--- src/rtl/softmax_pkg.sv ---
// Shared constants and state encoding for the softmax exp scheduler.
// DATA_W/VEC_LEN here are the defaults the block parameters pick up.
package softmax_pkg;
  localparam int SM_DATA_W  = 16;
  localparam int SM_VEC_LEN = 10;

  typedef enum logic [2:0] {
    S_IDLE,
    S_LOAD,
    S_ISSUE,
    S_WAIT,
    S_DRAIN,
    S_DONE
  } state_t;

  // Most negative exp argument magnitude: symmetric range, never the min code.
  function automatic int arg_sat_lim(input int w);
    return (1 << (w - 1)) - 1;
  endfunction

  localparam int SM_ARG_LIM = arg_sat_lim(SM_DATA_W);
endpackage

--- src/rtl/softmax_vec_buf.sv ---
// Element buffer: one synchronous write port, one asynchronous read port.
module softmax_vec_buf
  import softmax_pkg::*;
#(
  parameter int DEPTH = SM_VEC_LEN,
  parameter int W     = SM_DATA_W,
  localparam int AW   = $clog2(DEPTH)
) (
  input  logic          clk,
  input  logic          we,
  input  logic [AW-1:0] waddr,
  input  logic [W-1:0]  wdata,
  input  logic [AW-1:0] raddr,
  output logic [W-1:0]  rdata
);
  logic [W-1:0] mem [DEPTH];

  always_ff @(posedge clk) begin
    if (we) mem[waddr] <= wdata;
  end

  assign rdata = mem[raddr];
endmodule

--- src/rtl/softmax_exp_sched.sv ---
// Softmax exp scheduler: loads a vector, tracks its max, sends (x - max)
// to an external exp unit one element at a time, then streams results out.
module softmax_exp_sched
  import softmax_pkg::*;
#(
  parameter int DATA_W  = SM_DATA_W,
  parameter int VEC_LEN = SM_VEC_LEN,
  parameter int SUM_W   = DATA_W + 4
) (
  input  logic              clock_i,
  input  logic              reset_i,
  input  logic              start_i,
  input  logic [3:0]        len_i,
  input  logic [DATA_W-1:0] in_data_i,
  input  logic              in_valid_i,
  output logic              in_ready_o,
  output logic [DATA_W-1:0] exp_arg_o,
  output logic              exp_req_o,
  input  logic [DATA_W-1:0] exp_res_i,
  input  logic              exp_res_valid_i,
  output logic [DATA_W-1:0] out_data_o,
  output logic              out_valid_o,
  input  logic              out_ready_i,
  output logic [SUM_W-1:0]  out_sum_o,
  output logic              busy_o,
  output logic              done_o
);
  localparam int IDX_W = $clog2(VEC_LEN);
  localparam logic signed [DATA_W:0] ARG_MIN = (DATA_W + 1)'(-arg_sat_lim(DATA_W));

  state_t                   state, state_nxt;
  logic [IDX_W-1:0]         cnt, len_m1, len_m1_in;
  logic signed [DATA_W-1:0] max_val;
  logic [SUM_W-1:0]         acc;
  logic [SUM_W:0]           acc_sum;
  logic [DATA_W-1:0]        rd_data, wr_data, arg_sat;
  logic signed [DATA_W:0]   diff;
  logic                     wr_en, last;

  // One index serves load, issue/writeback and drain; phases never overlap.
  softmax_vec_buf #(.DEPTH(VEC_LEN), .W(DATA_W)) u_buf (
    .clk   (clock_i),
    .we    (wr_en),
    .waddr (cnt),
    .wdata (wr_data),
    .raddr (cnt),
    .rdata (rd_data)
  );

  always_comb begin
    int l;
    l = int'(len_i);
    if (l == 0) l = 1;
    if (l > VEC_LEN) l = VEC_LEN;
    len_m1_in = IDX_W'(l - 1);
  end

  assign last    = (cnt == len_m1);
  assign wr_en   = (state == S_LOAD && in_valid_i) || (state == S_WAIT && exp_res_valid_i);
  assign wr_data = (state == S_LOAD) ? in_data_i : exp_res_i;
  assign acc_sum = {1'b0, acc} + (SUM_W + 1)'(exp_res_i);

  // x - max is never positive; only the lower bound needs clamping.
  always_comb begin
    diff    = $signed({rd_data[DATA_W-1], rd_data}) - $signed({max_val[DATA_W-1], max_val});
    arg_sat = (diff < ARG_MIN) ? DATA_W'(ARG_MIN) : diff[DATA_W-1:0];
  end

  always_ff @(posedge clock_i) begin
    if (reset_i) begin
      state   <= S_IDLE;
      cnt     <= '0;
      len_m1  <= '0;
      max_val <= '0;
      acc     <= '0;
    end else begin
      state <= state_nxt;
      case (state)
        S_IDLE: if (start_i) begin
          len_m1 <= len_m1_in;
          cnt    <= '0;
          acc    <= '0;
        end
        S_LOAD: if (in_valid_i) begin
          if (cnt == '0 || $signed(in_data_i) > max_val) max_val <= in_data_i;
          cnt <= last ? '0 : cnt + 1'b1;
        end
        S_WAIT: if (exp_res_valid_i) begin
          acc <= acc_sum[SUM_W] ? '1 : acc_sum[SUM_W-1:0];
          cnt <= last ? '0 : cnt + 1'b1;
        end
        S_DRAIN: if (out_ready_i) cnt <= last ? '0 : cnt + 1'b1;
        default: ;
      endcase
    end
  end

  always_comb begin
    state_nxt = state;
    case (state)
      S_IDLE:  if (start_i) state_nxt = S_LOAD;
      S_LOAD:  if (in_valid_i && last) state_nxt = S_ISSUE;
      S_ISSUE: state_nxt = S_WAIT;
      S_WAIT:  if (exp_res_valid_i) state_nxt = last ? S_DRAIN : S_ISSUE;
      S_DRAIN: if (out_ready_i && last) state_nxt = S_DONE;
      S_DONE:  state_nxt = S_IDLE;
      default: state_nxt = S_IDLE;
    endcase
  end

  always_comb begin
    in_ready_o  = (state == S_LOAD);
    exp_req_o   = (state == S_ISSUE);
    exp_arg_o   = (state == S_ISSUE) ? arg_sat : '0;
    out_valid_o = (state == S_DRAIN);
    out_data_o  = (state == S_DRAIN) ? rd_data : '0;
    out_sum_o   = acc;
    busy_o      = (state != S_IDLE);
    done_o      = (state == S_DONE);
  end
endmodule

--- config.mk ---
export PLATFORM = sky130hd
export DESIGN_NAME = softmax_exp_sched
export DESIGN_NICKNAME = d
export VERILOG_FILES = /design/src/rtl/softmax_pkg.sv /design/src/rtl/softmax_vec_buf.sv /design/src/rtl/softmax_exp_sched.sv
export SDC_FILE = /design/constraint.sdc
export NUM_CORES = 1
export LEC_CHECK = 0
export BUFFER_PORTS_ARGS = -buffer_cell sky130_fd_sc_hd__buf_2
export CORE_MARGIN = 8
export CORE_UTILIZATION = 30
export DETAILED_ROUTE_END_ITERATION = 7
export HOLD_SLACK_MARGIN = 0.02
export PLACE_DENSITY = 0.57
export SLEW_MARGIN = 5
export SYNTH_ARGS = -nofsm -noshare
export SYNTH_HDL_FRONTEND = slang
export SYNTH_SLANG_ARGS = --single-unit
export TNS_END_PERCENT = 100
--- constraint.sdc ---
create_clock -name clock_i -period 5.8 [get_ports clock_i]
set_input_delay 1.16 -clock clock_i [delete_from_list [all_inputs] [get_ports clock_i]]
set_output_delay 1.16 -clock clock_i [all_outputs]
set_load 0.01 [all_outputs]
==> qor.csv, run 1 <==
stage;metric;value;unit
setup_path;Max FO, Critical Path;10;
setup_path;worst reg2reg path startpoint;out_sum_o[0];
synthesis;Synth area leaders;edfxtp_1 (42%), dfxtp_1 (9.0%), mux4_2 (6.3%);
cells_and_area;Finished Core Util;35.8;%
hold_path;WHS Endpoint;out_sum_o[8];
clocking;Clk Latency, worst-skew pair;0.51;ns
synthesis;Post-Synthesis Cells;982;
die;Ports;99;
synthesis;asr flop ratio synth;0;%
die;Initial Util;30.3;%
sta;min setup slack post-route;0.196;ns
clocking;CTS max path bufs;3;
synthesis;area leader, netlist;edfxtp_1;
clocking;Clock transition at path regs;0.06;ns
synthesis;Post-Syn Nets;1079;
synthesis;share of the synthesized area in the top cell type;42.1;%
sta;fmax;0.178;GHz
clocking;Num CTS Buffers;23;
sta;setup_tns;0;ns
placement;Placer Congestion;0.887;
grt;Tot GR Track Use;14.1;%
grt;largest net degree at the start of global routing;50;
setup_path;Crit. End Element;output pin;
detailed_routing;Residual DRC;0;
job;Max Cap Viol;0;
sta;final setup fails;0;
power;Leakage;4.87;nW
setup_path;crit path DAT;4.44;ns
sta;Least-Margin Pin Slew;1.17;ns
cells_and_area;Nets;1176;
setup_path;crit path kind;reg2out;
placement;IO buf count;98;
grt;total gr overflow;0;
die;die area;44500;um2
synthesis;Top FF cell, synth;edfxtp_1;
hold_path;hold depth;2;
synthesis;Synth top cells by count;edfxtp_1 (160), a21oi_1 (73), nand2_1 (62), nor2_1 (61), ha_1 (53);
die;total core area;37600;um2
synthesis;top-count cell post-synth;edfxtp_1;
clocking;CTS Root Cell;clkbuf_16;
placement;pre-CTS setup slack;0.298;ns
sta;Max transition margin;21.9;%
setup_path;crit start category;flop;
synthesis;mean post-synth cell area;11.6;um2
detailed_routing;final wirelength;32.1;mm
detailed_routing;Via density;5.30;
die;Cell Rows;71;
power;maximum VDD drop;0.210;mV
die;Die Ht;211;um
hold_path;class of the worst hold path;reg2reg;
sta;skew final;0.0167;ns
status;status;complete, no violations;
clocking;clk sinks;211;
synthesis;Post-Syn Area;11400;um2
sta;RSZ-0062 raised after global routing;no;
clocking;Clock H-tree levels;1;
synthesis;Post-synth EDFFs;160;
detailed_routing;DRT Pass-1 Iters;5;
setup_path;FF-to-FF path depth;11;
sta;min Tclk post-route;5.60;ns
cells_and_area;ant diodes;0;
clocking;CTS tree;yes;
setup_path;RR Endpoint;out_sum_o[15];
detailed_routing;Routed Antenna Nets;0;
setup_path;Req. time, crit path;4.64;ns
synthesis;synth unique cells;74;
grt;first-pass GRT wire length;49.1;mm
grt;initial antenna violation count;1;
sta;Fin. Hold Viols;0;
die;Die Wd;211;um
cells_and_area;Non-Filler Instances;1607;
detailed_routing;vias;8524;
synthesis;YS warnings;0;
grt;vias in the first global route;8351;
detailed_routing;detailed router's first-iteration violation count;611;
synthesis;Seq/Total Area, Yosys;51.1;%
detailed_routing;average wire per standard cell;20.0;um
cells_and_area;share of cells above drive strength 1;22.0;%
cells_and_area;P&R area growth vs syn;18.0;%
placement;DPL Wire Length;22.2;mm
placement;number of instances in the placed design;1553;
hold_path;hold path start;out_sum_o[8];
sta;Final Cycle Share;96.6;%
synthesis;FF+latch count, synth;211;
sta;Slew Limit Fails;0;
power;PwrDens;376;nW/um2
setup_path;register-to-register setup slack;2.46;ns
[timing repair]
item / in CTS / in global routing
buffers inserted: 0 / 9
cloned: 1 / 2
pin swaps: 0 / 3
setup endpoints to repair: 15 / 16
gates resized for setup: 3 / 14
hold buffers: 0 / 0
[per-stage QoR]
stage	hold WS [ns]	total power, mW	cell area (um2)
final	0.478	5.06	13500
after global routing	0.502	5.33	13500
after CTS	0.482	4.99	13300
after detailed placement	0.477	3.49	12500
after global placement	0.471	3.48	12500
after floorplan	0.462	3.04	11400
[registers in the layout (all words and copies together), names as in the netlist, named ones only]
name / count
len_m1: 4
u_buf.mem: 160
cnt: 4
max_val: 16
state: 3
out_sum_o: 20
[cell type report]
class	count	area [um2]
well taps	511	639
clock buffers	27	601
fillers	3699	24100
clock inverters	15	165
flip-flops and latches	211	5830
multi-input cells	673	5280
repair buffers	124	766
inverters	46	173
[routing by layer]
metal	wire (um)	vias to the layer above	track usage, %	part of all wire, %
met1	15100	4197	20.0	47
met2	14100	277	21.5	44
met4	695	0	3.55	2.2
met5	0	-	0	0
met3	2250	49	3.01	7.0
li1	-	4001	-	-
[critical path, cell delays in order, from the launching register on]
cell	delay (ns)
dfxtp_4	0.41
buf_4	0.14
buf_4	0.12
clkbuf_16	0.17
mux4_2	0.49
nor2b_1	0.14
a211oi_1	0.23
a21oi_1	0.16
ha_1	0.35
a21o_1	0.19
a211o_4	0.37
nand3_1	0.11
mux2_2	0.38
nor4b_4	0.27
nand4_1	0.12
a31oi_1	0.14
buf_2	0.16
[layout by cell type (no fill, tap or decap), types with 12 or more instances in the layout]
cell,netlist,routed
a211oi_1,24,23
a21o_1,19,19
a21oi_1,73,69
a41oi_1,17,17
and2_1,25,25
buf_2,12,98
buf_4,1,21
clkbuf_16,0,24
dfxtp_1,51,50
edfxtp_1,160,160
ha_1,53,50
inv_1,46,46
mux2_2,17,17
mux2i_1,19,19
mux4_2,32,32
nand2_1,62,62
nand3_1,28,28
nor2_1,61,60
nor2b_1,27,27
o2111ai_1,18,18
o21ai_0,33,31
or4_1,16,16
xnor2_1,12,12
[cells by family (layout without fill, tap and decap cells)]
| family | after synthesis | count (layout) | synth area share [%] |
|---|---|---|---|
| buffers and inverters | 99 | 212 | 3.49 |
| xor gates and xnor gates | 22 | 22 | 1.69 |
| adders and majority gates | 55 | 55 | 6.17 |
| muxes | 68 | 68 | 9.67 |
| DFF | 211 | 211 | 51.1 |
| AOI/OAI and AO/OA | 248 | 249 | 15.1 |
| and+or+nand+nor | 279 | 279 | 12.8 |
[power breakdown]
group	switching, mW	total [mW]	leakage (nW)	internal, mW
logic	1.05	1.73	2.65	0.672
registers	0.0524	1.85	1.85	1.80
clock network	0.606	1.49	0.367	0.880
total	1.71	5.06	4.87	3.35
[worst max path at each step]
stage / end / cells past startpoint / startpoint / slack (ns)
floorplan: exp_arg_o[0] / 15 / flop / 0.64
finish: exp_arg_o[0] / 16 / flop / 0.20
global placement: exp_arg_o[0] / 15 / flop / 0.35
detailed placement: exp_arg_o[0] / 15 / flop / 0.30
global route: exp_arg_o[11] / 15 / flop / 0.008
CTS: exp_arg_o[9] / 15 / flop / 0.06
(Power assumes the default switching activity.)
==> inputs of run 2 (changes only) <==
--- a/config.mk
+++ b/config.mk
@@ -6,6 +6,7 @@
 export NUM_CORES = 1
 export LEC_CHECK = 0
 export BUFFER_PORTS_ARGS = -buffer_cell sky130_fd_sc_hd__buf_2
+export CORE_ASPECT_RATIO = 1.2
 export CORE_MARGIN = 8
 export CORE_UTILIZATION = 30
 export DETAILED_ROUTE_END_ITERATION = 7
==> qor.csv, run 2 (synthesis results as in run 1) <==
stage;metric;value;unit;change
cells_and_area;Final Cell Area;13500;um2;+0.69%
sta;fmax;0.177;GHz;-0.59%
clocking;CTS Root Cell;clkbuf_16;;
clocking;clk sinks;211;;unchanged
die;Die Ht;230;um;+8.8%
placement;IO buf count;98;;unchanged
setup_path;crit start category;flop;;
setup_path;crit path kind;reg2out;;
cells_and_area;Filler Cell Count;3737;;+1.0%
setup_path;Req. time, crit path;4.64;ns;about the same
power;maximum VDD drop;0.293;mV;+40%
clocking;Num CTS Buffers;23;;unchanged
setup_path;FF-to-FF path depth;11;;unchanged
placement;Placed Area;12500;um2;+0.27%
cells_and_area;Nets;1187;;+0.94%
die;Ports;99;;unchanged
die;Initial Util;30.3;%;-0.076 points
clocking;CTS tree;yes;;
detailed_routing;Met1 Wirelength;14.5;mm;-3.8%
grt;largest net degree at the start of global routing;50;;unchanged
detailed_routing;Via density;5.33;;+0.50%
sta;Slew Limit Fails;0;;unchanged
detailed_routing;DRT Pass-1 Iters;5;;unchanged
clocking;Clk Latency, worst-skew pair;0.50;ns;about the same
setup_path;Slowest-stage cell, CP;mux4_2;;
detailed_routing;vias;8455;;-0.81%
power;PwrDens;382;nW/um2;+1.4%
setup_path;crit path DAT;4.48;ns;+0.04 ns
clocking;Clock H-tree levels;1;;unchanged
hold_path;class of the worst hold path;reg2reg;;
setup_path;Max FO, Critical Path;6;;-4
sta;worst hold margin;0.483;ns;+0.00546 ns
sta;Max transition margin;23.1;%;+1.2 points
detailed_routing;Routed Antenna Nets;0;;unchanged
cells_and_area;ant diodes;0;;unchanged
cells_and_area;Reg with most FFs;u_buf.mem;;
cells_and_area;max reg flops;160;;unchanged
grt;first-pass GRT wire length;48.7;mm;-0.80%
setup_path;Critical Path, Cell by Cell;mux4_2 -> mux2_2 -> o21ai_2 -> ha_2 -> inv_1 -> fa_2 -> a21o_1 -> a21o_1 -> a211o_4 -> a221oi_4 -> nand4_1 -> nor4b_2 -> nand4_1 -> a31oi_1 -> buf_2;;
detailed_routing;top routing layer in use;met4;;
detailed_routing;met3 wire len;1.68;mm;-25%
grt;vias in the first global route;8338;;-0.16%
hold_path;hold depth;2;;unchanged
detailed_routing;detailed router's first-iteration violation count;488;;-20%
power;Leakage;4.93;nW;+1.3%
detailed_routing;final wirelength;32.1;mm;about the same
detailed_routing;average wire per standard cell;20.2;um;+1.2%
cells_and_area;Non-Filler Instances;1586;;-1.3%
sta;min setup slack post-route;0.163;ns;-0.0335 ns
placement;number of instances in the placed design;1529;;-1.5%
detailed_routing;Residual DRC;0;;unchanged
job;Max Cap Viol;0;;unchanged
setup_path;Crit. End Element;output pin;;
grt;initial antenna violation count;1;;unchanged
die;die area;44500;um2;about the same
cells_and_area;commonest non-fill, non-tap cells in the layout;edfxtp_1 (160), buf_2 (98), a21oi_1 (68);;
grt;total gr overflow;0;;unchanged
clocking;CTS max path bufs;3;;unchanged
sta;Fin. Hold Viols;0;;unchanged
detailed_routing;met2 routed WL;15.0;mm;+6.2%
cells_and_area;share of cells above drive strength 1;24.4;%;+2.4 points
placement;Placer Congestion;0.873;;-1.6%
setup_path;register-to-register setup slack;2.43;ns;-0.03 ns
sta;final setup fails;0;;unchanged
status;status;complete, no violations;;
sta;Final Cycle Share;97.2;%;+0.58 points
die;Die Wd;194;um;-8.1%
die;Cell Rows;78;;+9.9%
placement;DPL Wire Length;22.6;mm;+1.6%
sta;skew final;0.00582;ns;-0.0109 ns
clocking;Clock transition at path regs;0.06;ns;about the same
cells_and_area;P&R area growth vs syn;18.8;%;
sta;Least-Margin Pin Slew;1.14;ns;-0.0300 ns
sta;min Tclk post-route;5.64;ns;+0.0335 ns
setup_path;CP max stage delay;0.50;ns;about the same
cells_and_area;most common cell after layout, fill and taps aside;edfxtp_1;;
grt;Tot GR Track Use;13.9;%;-0.21 points
die;total core area;37700;um2;+0.25%
placement;pre-CTS setup slack;0.387;ns;+0.0891 ns
-- run 2: cell types whose count changed in the layout (fill, tap and decap cells not counted), sizes merged --
cell	change
buf	+14
bufinv	+1
o211ai	-1
clkinv	+1
bufbuf	-1
clkinvlp	-2
inv	-2
-- run 2: worst max-delay path: cells and delay by family, from the launching register on --
family	cells	cell delay, ns
multiplexers	2	0.78
AND/OR/NAND/NOR	3	0.64
buffers and inverters	2	0.21
adder cells (fa/ha/maj)	2	0.57
AO/OA/AOI/OAI	6	1.37
flip-flops	1	0.40
-- run 2: per-stage QoR --
step | TNS, ns | utilization [%] | total power, mW
6_report | 0 | 36.0 | 5.17
5_1_grt | -0.0435 | 36.0 | 5.43
4_1_cts | 0 | 35.4 | 5.07
3_5_place_dp | 0 | 33.2 | 3.54
3_3_place_gp | 0 | 33.2 | 3.52
2_1_floorplan | 0 | - | 3.04
-- run 2: final timing paths --
check	startpoint	end
worst max-delay path	flop	exp_arg_o[0]
worst min-delay path	out_sum_o[8]	out_sum_o[8]
worst max register to register	out_sum_o[0]	out_sum_o[10]
worst min register to register	out_sum_o[8]	out_sum_o[8]
-- run 2: cell type report --
cell class                      count  area [um2]  share of cell area (%)
Sequential cell                   211        5830                    43.0
Clock inverter                     13         165                    1.22
Multi-Input combinational cell    672        5330                    39.3
Tap cell                          480         601                    4.43
Inverter                           46         173                    1.27
Timing Repair Buffer              136         842                    6.22
Clock buffer                       28         604                    4.46
-- run 2: report_power, final --
| part | leakage [nW] | internal, mW | total (mW) | switching (mW) |
|---|---|---|---|---|
| Clock | 0.379 | 0.917 | 1.50 | 0.586 |
| Combinational | 2.70 | 0.731 | 1.82 | 1.09 |
| Sequential | 1.86 | 1.80 | 1.85 | 0.0483 |
| Total | 4.93 | 3.45 | 5.17 | 1.72 |
-- run 2: routing by layer --
metal | track usage (%) | vias to the layer above
li1 | - | 3998
met1 | 18.1 | 4156
met2 | 22.7 | 255
met3 | 2.44 | 46
met4 | 5.07 | 0
met5 | 0 | -
-- run 2: repair_timing --
action                     in CTS  in global routing
setup endpoints to repair      11                 16
buffers inserted                6                 10
resized for setup               4                 40
hold buffers                    0                  0
pin swaps                       0                 12
